<file path="config.mk">
export PLATFORM = sky130hd
export DESIGN_NAME = fetch_unit
export DESIGN_NICKNAME = d
export VERILOG_FILES = /design/src/rtl/common_pkg.sv /design/src/rtl/fetch_pkg.sv /design/src/rtl/fetch_unit.sv
export SDC_FILE = /design/constraint.sdc
export NUM_CORES = 1
export LEC_CHECK = 0
export ABC_AREA = 1
export BUFFER_PORTS_ARGS = -buffer_cell sky130_fd_sc_hd__clkbuf_2
export CORE_MARGIN = 2
export CORE_UTILIZATION = 50
export CTS_CLUSTER_SIZE = 8
export DETAILED_ROUTE_END_ITERATION = 6
export GPL_TIMING_DRIVEN = 0
export HOLD_SLACK_MARGIN = 0.08
export PLACE_DENSITY = 0.79
export SKIP_LAST_GASP = 1
export SYNTH_ARGS = -nofsm -noshare
export SYNTH_HDL_FRONTEND = slang
export SYNTH_SLANG_ARGS = --single-unit
</file>
<file path="constraint.sdc">
create_clock -name clk -period 1.9 [get_ports clk]
set_clock_uncertainty 0.1 [all_clocks]
set_input_delay 0.38 -clock clk [delete_from_list [all_inputs] [get_ports clk]]
set_output_delay 0.38 -clock clk [all_outputs]
set_load 0.01 [all_outputs]
</file>
<file path="src/rtl/common_pkg.sv">
// Shared machine word types used across the pipeline stages.
package common;

    typedef logic [31:0] word_t;
    typedef logic [31:0] instr_t;

endpackage : common

</file>
<file path="src/rtl/fetch_pkg.sv">
// Types, constants and small PC helpers for the instruction fetch stage.
package fetch_pkg;

    import common::*;

    typedef enum logic [1:0] {
        S_REQ  = 2'd0,
        S_WAIT = 2'd1,
        S_ERR  = 2'd2
    } fetch_state_t;

    typedef struct packed {
        instr_t instr;
        word_t  pc;
        word_t  pcplus4;
        logic   adel;
    } fetch_out_t;

    localparam word_t RESET_PC_DEFAULT = 32'hBFC0_0000;

    // Sequential successor address; wraps modulo 2^32 without any flag.
    function automatic word_t pc_plus4(input word_t pc);
        return pc + 32'd4;
    endfunction

    // Instruction fetches must be word aligned.
    function automatic logic pc_aligned(input word_t pc);
        return (pc[1:0] == 2'b00);
    endfunction

endpackage : fetch_pkg

</file>
<file path="src/rtl/fetch_unit.sv">
// Instruction fetch stage: owns the PC, issues single-word reads on the
// instruction bus and hands {instr, pc, pc+4, adel} to decode through a
// one-entry output buffer. Redirects flush the buffer and squash any
// in-flight read; a misaligned PC yields a single address-error entry.
module fetch_unit
    import fetch_pkg::*;
#(
    parameter common::word_t RESET_PC = RESET_PC_DEFAULT
) (
    input  logic        clk,
    input  logic        resetn,
    output logic        ibus_req,
    output logic [31:0] ibus_addr,
    input  logic        ibus_addr_ok,
    input  logic        ibus_data_ok,
    input  logic [31:0] ibus_rdata,
    input  logic        redirect_valid,
    input  logic [31:0] redirect_pc,
    output logic        out_valid,
    input  logic        out_ready,
    output logic [31:0] out_instr,
    output logic [31:0] out_pc,
    output logic [31:0] out_pcplus4,
    output logic        out_adel
);

    fetch_state_t  state_q, state_d;
    common::word_t pc_q, pc_d;
    logic          drop_q, drop_d;
    logic          err_done_q, err_done_d;
    logic          out_valid_q, out_valid_d;
    fetch_out_t    out_q, out_d;

    logic          buf_free_s;
    logic          ibus_req_s;
    logic          accept_s;

    // Next-state, PC, squash flag and output buffer update.
    always_comb begin
        state_d     = state_q;
        pc_d        = pc_q;
        drop_d      = drop_q;
        err_done_d  = err_done_q;
        out_d       = out_q;
        buf_free_s  = !out_valid_q || out_ready;
        out_valid_d = out_valid_q && !out_ready;

        if (state_q == S_REQ) begin
            ibus_req_s = buf_free_s && pc_aligned(pc_q);
        end else begin
            ibus_req_s = 1'b0;
        end
        accept_s = ibus_req_s && ibus_addr_ok;

        if (redirect_valid) begin
            // Redirect wins over everything; an accepted or pending read
            // becomes stale and its data is squashed on return.
            pc_d        = redirect_pc;
            out_valid_d = 1'b0;
            err_done_d  = 1'b0;
            case (state_q)
                S_REQ: begin
                    state_d = accept_s ? S_WAIT : S_REQ;
                    drop_d  = accept_s;
                end
                S_WAIT: begin
                    state_d = ibus_data_ok ? S_REQ : S_WAIT;
                    drop_d  = !ibus_data_ok;
                end
                default: begin
                    state_d = S_REQ;
                    drop_d  = 1'b0;
                end
            endcase
        end else begin
            case (state_q)
                S_REQ: begin
                    if (!pc_aligned(pc_q)) begin
                        state_d    = S_ERR;
                        err_done_d = 1'b0;
                    end else if (accept_s) begin
                        state_d = S_WAIT;
                    end else begin
                        state_d = S_REQ;
                    end
                end
                S_WAIT: begin
                    if (ibus_data_ok && drop_q) begin
                        drop_d  = 1'b0;
                        state_d = S_REQ;
                    end else if (ibus_data_ok) begin
                        out_d       = '{instr: ibus_rdata, pc: pc_q,
                                        pcplus4: pc_plus4(pc_q), adel: 1'b0};
                        out_valid_d = 1'b1;
                        pc_d        = pc_plus4(pc_q);
                        state_d     = S_REQ;
                    end else begin
                        state_d = S_WAIT;
                    end
                end
                S_ERR: begin
                    // Emit exactly one error entry, then idle until redirected.
                    if (!err_done_q && buf_free_s) begin
                        out_d       = '{instr: 32'h0000_0000, pc: pc_q,
                                        pcplus4: pc_plus4(pc_q), adel: 1'b1};
                        out_valid_d = 1'b1;
                        err_done_d  = 1'b1;
                    end else begin
                        state_d = S_ERR;
                    end
                end
                default: begin
                    state_d = S_REQ;
                    drop_d  = 1'b0;
                end
            endcase
        end
    end

    // State, PC and output buffer registers.
    always_ff @(posedge clk or negedge resetn) begin
        if (!resetn) begin
            state_q     <= S_REQ;
            pc_q        <= RESET_PC;
            drop_q      <= 1'b0;
            err_done_q  <= 1'b0;
            out_valid_q <= 1'b0;
            out_q       <= '0;
        end else begin
            state_q     <= state_d;
            pc_q        <= pc_d;
            drop_q      <= drop_d;
            err_done_q  <= err_done_d;
            out_valid_q <= out_valid_d;
            out_q       <= out_d;
        end
    end

    // Bus request is held low while reset is asserted so every output reads 0.
    assign ibus_req    = ibus_req_s && resetn;
    assign ibus_addr   = (resetn && (state_q == S_REQ) && pc_aligned(pc_q)) ? pc_q : 32'h0000_0000;

    assign out_valid   = out_valid_q;
    assign out_instr   = out_q.instr;
    assign out_pc      = out_q.pc;
    assign out_pcplus4 = out_q.pcplus4;
    assign out_adel    = out_q.adel;

endmodule : fetch_unit

</file>
# == Word-level counts from Yosys, hierarchy flattened ==
# Cells that the tools add are included.
# word_totals
register_bits,134
inputBits,70
output_inout_bits,131
wordCells,77
# classes
addsub,1
eq_ne,11
muxes,31
bitwise,1
reduce_logical,24
# ops
cell,count
2-to-1 mux 97 bit,3
case mux 97 bit (2 select lines),1
2-to-1 mux 32 bit,5
"adder 32 x 3 -> 32 bit, second input constant",1
2-to-1 mux 1 bit,13
"!= test 3 bit, second input constant",4
case mux 1 bit (2 select lines),5
logical AND 1 bit,8
"!= test 2 bit, second input constant",4
2-to-1 mux 2 bit,3
case mux 2 bit (3 select lines),1
AND reduction 3 bit,2
nonzero test 2 bit,3
AND reduction 5 bit,1
logical NOT 1 bit,4
logical NOT 2 bit,2
nonzero test 3 bit,1
"== test 2 x 1 -> 1 bit, second input constant",1
"== test 2 bit, second input constant",1
"!= test 2 x 1 -> 1 bit, second input constant",1
AND reduction 2 bit,1
OR reduction 2 bit,1
logical OR 1 bit,1
inverter 1 bit,1

# == Longest topological paths before layout ==
# depth
word_depth,9
depth_mapped,10
depth_no_buf,10

# == Worst setup path before layout ==
# OpenSTA, ideal clock, no wires.
# synth_path
kind,register to output
start,reg state_q[0]
end,out ibus_addr[10]
arrival_ns,1.189
t_required_ns,1.420
path_slack_ns,0.231
path_stages_with_launch,6
n_path_buf,1
cell_sequence,dfrtp_1 -> inv_1 -> ha_1 -> nand3_1 -> clkbuf_1 -> nor2_1
# synth_between
elab_chain_len,4
# synth_lines
item,line,rtl
from (decl),fetch_unit.sv:27,"fetch_state_t state_q, state_d;"
from (signal assigned),fetch_unit.sv:130,state_q <= state_d;
logical NOT 2 bit,fetch_unit.sv:141,assign ibus_addr = (resetn && (state_q == S_REQ) && pc_aligned(pc_q)) ? pc_q : 32'h0000_0000;
logical AND 1 bit (2 in series),fetch_unit.sv:141,
2-to-1 mux 32 bit,fetch_unit.sv:141,
to (decl),fetch_unit.sv:13,"output logic [31:0] ibus_addr,"
# No other way between the ends.

# == Worst setup path in the final report ==
# layout_path
start,reg state_q[1]
end,out ibus_req
# layout_between
elab_chain_len,3
# layout_lines
item,line,rtl
logical NOT 2 bit,fetch_unit.sv:48,if (state_q == S_REQ) begin
2-to-1 mux 1 bit,fetch_unit.sv:48,
logical AND 1 bit,fetch_unit.sv:140,assign ibus_req = ibus_req_s && resetn;
to (decl),fetch_unit.sv:12,"output logic ibus_req,"
# No other way between the ends.

==> flow_metrics.py <==
metrics = {
    "floorplanning": {
        "die_y_um": 117,
        "core_area_sq_um": 12500,
        "dieWidth_um": 117,
        "rows": 41,
        "initial_utilization_pct": 50.8,
        "pin_count": 201,
        "die_area_sq_um": 13600,
    },
    "pwr": {
        "switchingPower_mw": 4.88,
        "sw_frac_of_total_pct": 36.8,
        "ir_drop_uv": 783,
        "p_per_area_nw_per_um2": 1510,
        "pwr-share-comb_pct": 39.8,
        "report.power.total_mw": 13.3,
        "power.leakage_nw": 4.68,
        "p_int_mw": 8.39,
        "pwr-share-seq_pct": 34.3,
        "p_clk_share_pct": 25.9,
    },
    "sta": {
        "fmax_mhz": 469,
        "relSlewSlack_pct": 58.2,
        "setup_tns_ps": -6250,
        "rsz0062_at_grt": "yes",
        "period_minus_slack_ps": 2130,
        "setup_slack_ps": -232,
        "drv_slew": 0,
        "setup_viol": 32,
        "tightest_slew_ps": 625,
        "fin_crit_sh_pct": 112,
        "hold_viol": 0,
    },
    "detailed_routing": {
        "via_per_inst": 5.21,
        "drt_iter0_drc": 436,
        "final_antenna_net_count": 0,
        "post_drt_wl_per_cell_um": 16.4,
        "vias": 6252,
        "first_pass_iters": 5,
        "drc": 0,
        "routed_wirelength_um": 19700,
    },
    "critical_path": {
        "arrival_ps": 1650,
        "rrSetupSlack_ps": -20,
        "crit_path_start_kind": "flip-flop",
        "path_class": "flip-flop to output port",
        "worst-path-max-fanout": 4,
        "worst_setup_path_end_kind": "output port",
        "cp.required_ps": 1420,
    },
    "layout": {
        "n_antenna_cell": 0,
        "drive_gt1_share_pct": 32.8,
        "multi_input_area_sq_um": 2670,
        "n_fill_cell": 1011,
        "register_area_sq_um": 3310,
        "area_growth_pct": 38.2,
        "final_nets": 1091,
    },
    "yosys": {
        "ys_warn_count": 0,
        "synth_cell_types": 34,
        "synth_cells": 768,
        "syn_avg_cell_area_sq_um": 8.28,
        "synth.top_cell.area_share_pct": 48.4,
        "yosysSeqAreaShare_pct": 52.1,
        "synth_top_cell_by_area": "dfrtp_1",
        "yosys-top-cells-area": "dfrtp_1, nand2_1, o21ai_0",
        "synth-seq-cells": 132,
        "mappedNetlistArea_sq_um": 6360,
    },
    "clock_tree": {
        "tritoncts": "built",
        "clk_pin_slew_ps": 60,
        "cts_buffers": 17,
        "cts_buffer_depth": 2,
        "clk_latency_ps": 430,
        "clock_sinks": 132,
        "root_buffer": "clkbuf_16",
        "htree_levels": 4,
    },
    "global_route": {
        "antenna_found_initial": 0,
        "use_met2_pct": 48.5,
        "grt-busiest-layer": "met2",
        "grt_pass1_wl_um": 29500,
        "globalRouteTotalUtil_pct": 29.1,
        "grt_max_degree": 47,
        "grt_pass1_vias": 5842,
        "met3_usage_pct": 9.22,
        "use_met1_pct": 36.9,
        "overflow": 0,
    },
    "run_status": {
        "violations": "setup timing",
        "status": "finished, violations left",
    },
    "min_path": {
        "min_path_type": "input port to flip-flop",
    },
    "flow_run": {
        "max_cap_viol_count": 0,
    },
    "placed_design": {
        "io_buffers": 197,
        "post-dp-hpwl_um": 13700,
        "routabilityCongestion": 0.902,
    },
}
==> registers in the layout, indices dropped and copies added, names as in the netlist <==
register and count:
out_instr 32, out_pc 32, pc_q 32, out_pcplus4 30, state_q 2, drop_q 1, err_done_q 1, out_adel 1
out_valid 1
==> synthesized netlist by cell type, drive strengths merged <==
| cell | instances |
|---|---|
| a21oi | 2 |
| clkbuf | 12 |
| xor2 | 14 |
| nand2 | 264 |
| dfstp | 9 |
| o22ai | 2 |
| ha | 5 |
| o221ai | 3 |
| buf | 24 |
| or2 | 1 |
| inv | 75 |
| nor2 | 83 |
| o21ai | 77 |
| nand4 | 2 |
| nand3b | 1 |
| conb | 1 |
| nor3 | 1 |
| o21bai | 3 |
| a22o | 32 |
| nand3 | 28 |
| dfrtp | 123 |
| and2 | 1 |
| o211ai | 4 |
| o21a | 1 |
==> layer usage <==
layer	vias up	wire length, um
met4	0	408
met1	2983	7950
li1	2940	-
met5	-	0
met3	36	1720
met2	293	9630
==> power by group through the flow <==
stage | combinational (mW) | clock [mW] | sequential, mW
final | 5.28 | 3.44 | 4.55
after global routing | 5.83 | 3.60 | 4.67
after CTS | 4.94 | 3.45 | 4.54
after detailed placement | 4.49 | 0 | 4.57
after global placement | 4.41 | 0 | 4.53
after floorplan | 2.25 | 0 | 4.91
==> worst paths after layout <==
path	endpoint	from	cells after the start
worst max-delay path	ibus_req	state_q[1]$_DFFE_PN0P_	7
min in group asynchronous	out_instr[20]$_DFFE_PN0P_	resetn	3
max in group asynchronous	out_pcplus4[4]$_DFFE_PN0P_	resetn	4
worst min register to register	out_pc[4]$_DFFE_PN0P_	out_pc[4]$_DFFE_PN0P_	2
worst min-delay path	out_instr[5]$_DFFE_PN0P_	ibus_rdata[5]	2
worst max register to register	out_pcplus4[2]$_DFFE_PN0P_	state_q[0]$_DFFE_PN0P_	9
==> cells by family after synthesis <==
| kind of cell | Yosys count | share of synthesized area (%) |
|---|---|---|
| flip-flops | 132 | 52.1 |
| AO/OA/AOI/OAI | 124 | 12.2 |
| other | 1 | 0.0590 |
| AND/OR/NAND/NOR | 381 | 24.9 |
| adder cells (fa/ha/maj) | 5 | 0.983 |
| buffers and inverters | 111 | 7.47 |
| XOR/XNOR | 14 | 2.28 |
==> critical path: stages, from the launching register on <==
cell,delay (ps)
dfrtp_1,400
inv_2,90
ha_4,150
nand3_4,120
buf_4,160
buf_6,110
nor2_4,80
buf_6,100
==> metrics by stage <==
| step | hold WS [ps] | setup slack (ps) | cells | instance area, sq um | util, % |
|---|---|---|---|---|---|
| after detailed placement | 216 | -780 | 1139 | 7600 | 60.7 |
| final | 84.5 | -232 | 1201 | 8790 | 70.2 |
| after global placement | 365 | -2870 | 1138 | 7570 | 60.4 |
| after floorplan | -15.6 | 231 | 769 | 6360 | - |
| after global routing | 84.2 | -292 | 1201 | 8790 | 70.2 |
| after CTS | 80.5 | -208 | 1190 | 8590 | 68.6 |
==> area by class of cell <==
| cell class | count | share of cell area [%] |
|---|---|---|
| Sequential cell | 132 | 37.7 |
| Clock buffer | 24 | 5.71 |
| Multi-Input combinational cell | 526 | 30.4 |
| Tap cell | 172 | 2.45 |
| Timing Repair Buffer | 228 | 15.9 |
| Clock inverter | 8 | 1.38 |
| Inverter | 75 | 3.25 |
| Buffer | 36 | 3.13 |
==> layout by cell type, fill, tap and decap left out, drive strengths merged, types with 14 or more instances in the layout <==
cell    synthesis  layout
a22o           32      32
buf            24      51
clkbuf         12     227
dfrtp         123     123
inv            75      74
nand2         264     264
nand3          28      28
nor2           83      83
o21ai          77      77
xor2           14      14
==> timing repair <==
action,4_1_cts,5_1_grt
setup buffers,8,7
resized for setup,32,57
hold buffers,9,2
setup endpoints to repair,121,137
hold endpoints to repair,82,2
pin swaps,2,4
cloned,2,2
No activity file was read; power rests on OpenSTA's default activity.
